==> src/rtl/stopwatch_counter.sv <==
// stopwatch_counter: four-digit BCD mm:ss timekeeping core.
// Counts on tick_1hz while running, toggles run/pause on btn_pause rising
// edges, and lets the user load individual digits while the adj switch is on.
// All outputs come straight from flops.
module stopwatch_counter #(
   parameter int SEC_T_MAX = 5,
   parameter int MIN_T_MAX = 5
) (
   input  logic       clk,
   input  logic       rst_n,
   input  logic       tick_1hz,
   input  logic       tick_adj,
   input  logic       btn_reset,
   input  logic       btn_pause,
   input  logic       adj,
   input  logic [1:0] sel,
   input  logic [3:0] num,
   output logic [3:0] sec_u,
   output logic [3:0] sec_t,
   output logic [3:0] min_u,
   output logic [3:0] min_t,
   output logic       running,
   output logic       adj_blink,
   output logic       wrap
);

   typedef enum logic [1:0] {
      ST_PAUSE  = 2'd0,
      ST_RUN    = 2'd1,
      ST_ADJUST = 2'd2
   } state_t;

   localparam logic [3:0] UNIT_MAX  = 4'd9;
   localparam logic [3:0] SEC_T_LIM = 4'(SEC_T_MAX);
   localparam logic [3:0] MIN_T_LIM = 4'(MIN_T_MAX);

   state_t     state_q, state_d;
   logic       btn_pause_q, btn_pause_d;
   logic [3:0] sec_u_q, sec_u_d;
   logic [3:0] sec_t_q, sec_t_d;
   logic [3:0] min_u_q, min_u_d;
   logic [3:0] min_t_q, min_t_d;
   logic       running_q, running_d;
   logic       adj_blink_q, adj_blink_d;
   logic       wrap_q, wrap_d;

   logic       pause_edge_s;
   logic       do_load_s;
   logic       do_count_s;
   logic [3:0] digit_max_s;
   logic [3:0] num_clamp_s;

   // Rising edge of the debounced pause button (previous level resets to 1).
   assign pause_edge_s = btn_pause & ~btn_pause_q;
   assign btn_pause_d  = btn_pause;

   // Load and count qualifiers use the state held before the edge.
   assign do_load_s  = (state_q == ST_ADJUST) & tick_adj;
   assign do_count_s = (state_q == ST_RUN) & ~adj & tick_1hz;

   // Next-state: adj overrides everything, pause edges toggle PAUSE/RUN.
   always_comb begin
      state_d = state_q;
      if (adj) begin
         state_d = ST_ADJUST;
      end else begin
         case (state_q)
            ST_PAUSE: begin
               if (pause_edge_s) state_d = ST_RUN;
               else              state_d = ST_PAUSE;
            end
            ST_RUN: begin
               if (pause_edge_s) state_d = ST_PAUSE;
               else              state_d = ST_RUN;
            end
            ST_ADJUST: state_d = ST_PAUSE;
            default:   state_d = ST_PAUSE;
         endcase
      end
   end

   // Clamp the requested adjust value to the limit of the selected digit.
   always_comb begin
      digit_max_s = UNIT_MAX;
      case (sel)
         2'd0:    digit_max_s = UNIT_MAX;
         2'd1:    digit_max_s = SEC_T_LIM;
         2'd2:    digit_max_s = UNIT_MAX;
         2'd3:    digit_max_s = MIN_T_LIM;
         default: digit_max_s = UNIT_MAX;
      endcase
      if (num > digit_max_s) num_clamp_s = digit_max_s;
      else                   num_clamp_s = num;
   end

   // Digit update: clear, then adjust load, then BCD count with ripple carry.
   always_comb begin
      sec_u_d = sec_u_q;
      sec_t_d = sec_t_q;
      min_u_d = min_u_q;
      min_t_d = min_t_q;
      wrap_d  = 1'b0;
      if (btn_reset) begin
         sec_u_d = 4'd0;
         sec_t_d = 4'd0;
         min_u_d = 4'd0;
         min_t_d = 4'd0;
      end else if (do_load_s) begin
         case (sel)
            2'd0:    sec_u_d = num_clamp_s;
            2'd1:    sec_t_d = num_clamp_s;
            2'd2:    min_u_d = num_clamp_s;
            2'd3:    min_t_d = num_clamp_s;
            default: sec_u_d = sec_u_q;
         endcase
      end else if (do_count_s) begin
         // ">=" keeps any corrupted digit heading back into range.
         if (sec_u_q >= UNIT_MAX) begin
            sec_u_d = 4'd0;
            if (sec_t_q >= SEC_T_LIM) begin
               sec_t_d = 4'd0;
               if (min_u_q >= UNIT_MAX) begin
                  min_u_d = 4'd0;
                  if (min_t_q >= MIN_T_LIM) begin
                     min_t_d = 4'd0;
                     wrap_d  = 1'b1;
                  end else begin
                     min_t_d = min_t_q + 4'd1;
                  end
               end else begin
                  min_u_d = min_u_q + 4'd1;
               end
            end else begin
               sec_t_d = sec_t_q + 4'd1;
            end
         end else begin
            sec_u_d = sec_u_q + 4'd1;
         end
      end else begin
         sec_u_d = sec_u_q;
      end
   end

   // Status flags: running tracks the new state; blink restarts on ADJUST entry.
   always_comb begin
      running_d = (state_d == ST_RUN);
      if ((state_q == ST_ADJUST) && (state_d == ST_ADJUST)) begin
         adj_blink_d = adj_blink_q ^ tick_adj;
      end else begin
         adj_blink_d = 1'b0;
      end
   end

   // State and datapath registers with synchronous active-low reset.
   always_ff @(posedge clk) begin
      if (!rst_n) begin
         state_q     <= ST_PAUSE;
         btn_pause_q <= 1'b1;
         sec_u_q     <= 4'd0;
         sec_t_q     <= 4'd0;
         min_u_q     <= 4'd0;
         min_t_q     <= 4'd0;
         running_q   <= 1'b0;
         adj_blink_q <= 1'b0;
         wrap_q      <= 1'b0;
      end else begin
         state_q     <= state_d;
         btn_pause_q <= btn_pause_d;
         sec_u_q     <= sec_u_d;
         sec_t_q     <= sec_t_d;
         min_u_q     <= min_u_d;
         min_t_q     <= min_t_d;
         running_q   <= running_d;
         adj_blink_q <= adj_blink_d;
         wrap_q      <= wrap_d;
      end
   end

   assign sec_u     = sec_u_q;
   assign sec_t     = sec_t_q;
   assign min_u     = min_u_q;
   assign min_t     = min_t_q;
   assign running   = running_q;
   assign adj_blink = adj_blink_q;
   assign wrap      = wrap_q;

endmodule
==> config.mk <==
export PLATFORM = sky130hd
export DESIGN_NAME = stopwatch_counter
export DESIGN_NICKNAME = d
export VERILOG_FILES = /design/src/rtl/stopwatch_counter.sv
export SDC_FILE = /design/constraint.sdc
export NUM_CORES = 1
export LEC_CHECK = 0
export CAP_MARGIN = 20
export CORE_MARGIN = 10
export CORE_UTILIZATION = 37
export CTS_CLUSTER_DIAMETER = 60
export DETAILED_ROUTE_END_ITERATION = 16
export DONT_BUFFER_PORTS = 1
export PLACE_DENSITY_LB_ADDON = 0.2
export SYNTH_ARGS = -nofsm -noshare
export SYNTH_HDL_FRONTEND = slang
export SYNTH_SLANG_ARGS = --single-unit
==> constraint.sdc <==
create_clock -name clk -period 3 [get_ports clk]
set_clock_uncertainty 0.2 [all_clocks]
set_input_delay 0.3 -clock clk [delete_from_list [all_inputs] [get_ports clk]]
set_output_delay 0.3 -clock clk [all_outputs]
set_load 0.03 [all_outputs]
After elaboration in Yosys (flattened, before gate mapping)
Index checks and enable logic that the tools add are counted.

operators by class
  multipliers = 0
  divide/modulo/power cells = 0
  eq/ne operators = 11
  order comparisons = 5
  bitwise logic cells = 12
  reductions and logical operators = 16
  muxes and demuxes = 29
  shift-type cells = 0
  $add $sub $neg = 4

operators by type and width
  cell                                                                     number
  4-bit 2-to-1 mux                                                         23
  4-bit by 1-bit adder with 4-bit output, second input constant            4
  2-bit == test, second input constant                                     4
  4-bit by 3-bit >= comparator with 1-bit output, second input constant    2
  4-bit >= comparator, second input constant                               2
  2-bit by 1-bit inequality test with 1-bit output, second input constant  4
  4-bit one-hot mux with 2 select lines                                    1
  2-bit nonzero test                                                       4
  1-bit inverter                                                           7
  7-bit OR reduction                                                       1
  2-bit by 1-bit == test with 1-bit output, second input constant          3
  2-bit OR reduction                                                       3
  5-bit AND reduction                                                      1
  1-bit AND                                                                4
  4-bit > comparator                                                       1
  2-bit logical NOT                                                        2
  2-bit one-hot mux with 2 select lines                                    1
  2-bit AND reduction                                                      2
  4-bit AND reduction                                                      1
  1-bit 2-to-1 mux                                                         3
  3-bit AND reduction                                                      1
  2-bit 2-to-1 mux                                                         1
  1-bit logical AND                                                        1
  1-bit XOR                                                                1

word-level totals
  memories = 0
  bits in latches = 0
  input bits = 13
  bits in read-only memories = 0
  register bits = 22
  word-level logic and storage cells = 86
  bits in writable memories = 0

Longest topological paths before layout
  depth in word-level cells = 8
  depth in mapped cells = 8
  mapped depth without buffers = 7

Worst setup path after synthesis
Ideal clock, no wire load.

  path type = flip-flop to flip-flop
  start point = register sec_u_q[0], in the netlist sec_u[0]
  end point = register min_u_q[3], in the netlist min_u[3]
  setup slack = 663 ps
  setup time = 58 ps
  arrival time = 2079 ps
  path buffers = 0
  period minus slack after synthesis = 2337 ps
  stages on the path, launching flop included = 8
  cell sequence = dfxtp_1 > inv_1 > ha_1 > nor3b_1 > or3_4 > or4_1 > a21oi_1 > o21a_1

between the ends
  cells in the longest elaborated chain, start to end = 3

RTL lines
  item                                  line  RTL
  from (decl)                           39    logic [3:0] sec_u_q, sec_u_d;
  from (signal assigned)                169   sec_u_q <= sec_u_d;
  4-bit >= comparator                   118   if (sec_u_q >= UNIT_MAX) begin
  2-bit nonzero test (no source line)   --
  4-bit AND reduction (no source line)  --
  to (signal assigned)                  171   min_u_q <= min_u_d;
  to (decl)                             41    logic [3:0] min_u_q, min_u_d;

Every way passes these cells.
A chain may end at the register's enable or synchronous reset.

Worst setup path after layout
  start point = register sec_u_q[1], in the netlist sec_u[1]
  end point = register min_u_q[3], in the netlist min_u[3]

The elaborated chain is that of the path after synthesis.

==> impl_metrics.toml <==
[drt]
drt_iter0_drc = 59
dr.pass1.iters = 4
wl_per_cell_microns = 16.4
vias_per_cell = 5.54
dr_total_vias = 1218
ant_nets = 0
drc = 0
wirelength_mm = 3.61

[cells_and_area]
layout_commonest_cell = "dfxtp_1"
area_growth_pct = 9.79
layout_common_cells = "dfxtp_1 (21), o21ai_0 (14), inv_1 (13), nand2_1 (13), ha_1 (13)"
drive_gt1_share_pct = 6.40
layoutNonFillerInstCount = 220
fin_nets = 199
num_antenna_cells = 0

[floorplan]
core_area_sq_mm = 0.00361
die_w_microns = 80.8
ios = 32
initial_core_util_pct = 37.9
row_count = 22
dieArea_sq_mm = 0.00653
dieHeight_microns = 80.8

[global_routing]
use_met2_pct = 18.2
use_met3_pct = 5.85
grt_max_degree = 13
grt_pass1_vias = 1166
antenna_found_initial = 0
grt_use_total_pct = 11.4
busiest_layer = "met2"
grt_pass1_wl_mm = 5.81
overflow = 0
use_met1_pct = 12.6

[synthesis]
syn_area_sq_mm = 0.00137
synth.avg_cell_area_sq_um = 8.24
yosysSeqAreaShare_pct = 30.7
yosysWarnings = 0
yosys_most_used_dff = "dfxtp_1"
synth.distinct_cells = 43
synth_edf_count = 0
syn_nets = 192
synth_cells = 166
ys_seq_elements = 21
synthArstFlopShare_pct = 0

[timing]
fin_tns_setup_ns = 0
finalSetupViolCount = 0
max_slew_margin_pct = 46.9
timing.final.max_slew_violations = 0
rsz0062_at_grt = "false"
period_share_pct = 84.8
fmax_ghz = 0.393
min_period_ns = 2.54
hold_violations = 0
worst_pin_slew_ns = 0.790

[worst_hold_path]
whs_endpoint = "sec_t[0]"
min_from = "sel[1]"
min_path_cells = 2
worstHoldPathType = "in -> reg"

[place]
placedCellCount = 212
hpwl_mm = 2.74
numPortBuffers = 0
routabilityCongestion = 0.851

[job]
max-cap-violations = 0

[pwr]
intPower_mw = 0.396
p_comb_share_pct = 9.3
p_switching_mw = 0.128
clock_power_share_pct = 35.7
total_power_mw = 0.524
p_seq_share_pct = 54.9
p_leak_nw = 0.552
ir_worst_vdd_mv = 0.203
netSwitchingFraction_pct = 24.5
power_density_mw_per_mm2 = 349

[clocking]
cts_root_buf = "clkbuf_8"
cts_buffers = 3
cts.clk_slew.worst_paths_ns = 0.08
insertion_delay_ns = 0.26
cts.sinks = 21
h-tree-depth = 1
cts_tree = "done"
clockBufferDepth = 2

[critical_path]
critical_path_class = "reg -> reg"
cp_max_fo = 7
end_kind = "flop"
crit_path_start_kind = "flop"
reg2reg_from = "sec_u[1]"
crit_required_ns = 2.96
cp_data_arrival_time_ns = 2.50
r2r_end = "min_u[3]"
rrSetupSlack_ns = 0.46
r2r_cells = 7

[status]
status = "completed"
-- sequential cells by signal, indices dropped and copies added (netlist names) --
register     flops
adj_blink        1
btn_pause_q      1
min_t            4
min_u            4
running          1
sec_t            4
sec_u            4
state_q          1
wrap             1
-- metrics by stage --
stage | setup WS, ns | hold slack [ns] | cell area (sq um) | utilization (%)
2_1_floorplan | 0.663 | 0.173 | 1370 | -
6_report | 0.457 | 0.127 | 1500 | 41.6
3_3_place_gp | 0.570 | 0.179 | 1420 | 39.3
4_1_cts | 0.474 | 0.121 | 1500 | 41.6
5_1_grt | 0.269 | 0.117 | 1500 | 41.6
3_5_place_dp | 0.476 | 0.186 | 1420 | 39.3
-- Yosys cell counts (2+ instances only) --
master / count / area, sq um
nor3_1: 5 / 25.0
o21ai_0: 14 / 70.1
nor3b_1: 5 / 37.5
o21a_1: 4 / 30.0
a311oi_1: 3 / 26.3
nor2_1: 10 / 37.5
buf_6: 2 / 22.5
dfxtp_1: 21 / 420
and3_1: 3 / 18.8
nand4_1: 2 / 12.5
nor4b_1: 2 / 17.5
and2_1: 2 / 12.5
nand2_1: 13 / 48.8
ha_1: 13 / 163
o22ai_1: 6 / 37.5
nand2b_1: 5 / 31.3
inv_1: 13 / 48.8
a21oi_1: 10 / 50.1
a31oi_1: 4 / 25.0
o31ai_1: 3 / 22.5
clkbuf_1: 2 / 7.51
nand3_1: 2 / 10.0
a211oi_1: 2 / 15.0
-- logic make-up after synthesis --
logic type	after synthesis	share of synthesized area, %
compound gates	52	23.8
buf+inv	18	6.04
simple gates	60	26.3
fa+ha+maj	13	11.9
xor+xnor	2	1.28
flops	21	30.7
-- metal layers --
| metal | wire, microns | share of wire (%) |
|---|---|---|
| met1 | 1570 | 44 |
| met2 | 1610 | 45 |
| met3 | 361 | 10 |
| met4 | 62 | 1.7 |
| met5 | 0 | 0 |
-- how the worst max path moves through the flow --
stage                     slack, ns  cells past startpoint        to      from
after floorplan                0.66                      7  min_u[3]  sec_u[0]
after global placement         0.57                      7  min_u[3]  sec_u[1]
after detailed placement       0.48                      7  min_u[3]  sec_u[1]
after CTS                      0.47                      7  min_u[3]  sec_u[1]
after global routing           0.27                      7  min_u[2]  sec_u[1]
final                          0.46                      7  min_u[3]  sec_u[1]
-- critical path, stage by stage, from the launching register on --
cell     delay [ns]
dfxtp_1        0.58
inv_1          0.12
ha_1           0.19
nor3b_1        0.14
or3_4          0.38
o22ai_1        0.44
o32ai_1        0.18
o21a_1         0.20
-- power groups by stage --
stage | logic [mW] | registers (mW) | clock network [mW]
6_report | 0.0489 | 0.288 | 0.187
5_1_grt | 0.0549 | 0.289 | 0.211
4_1_cts | 0.0485 | 0.288 | 0.194
3_5_place_dp | 0.0447 | 0.295 | 0
3_3_place_gp | 0.0433 | 0.294 | 0
2_1_floorplan | 0.0379 | 0.295 | 0
-- layout make-up --
type	count	area [sq um]
well taps	48	60.1
repair buffers	7	62.6
fillers	366	2100
clock buffers	4	45.0
flip-flops and latches	21	420
multi-input cells	127	865
inverters	13	48.8
-- what timing repair did --
action	CTS	global route
hold buffers	4	0
hold endpoints to repair	3	0
resized for setup	0	0
setup endpoints to repair	0	0
buffers inserted	0	0
(Power assumes the default switching activity.)
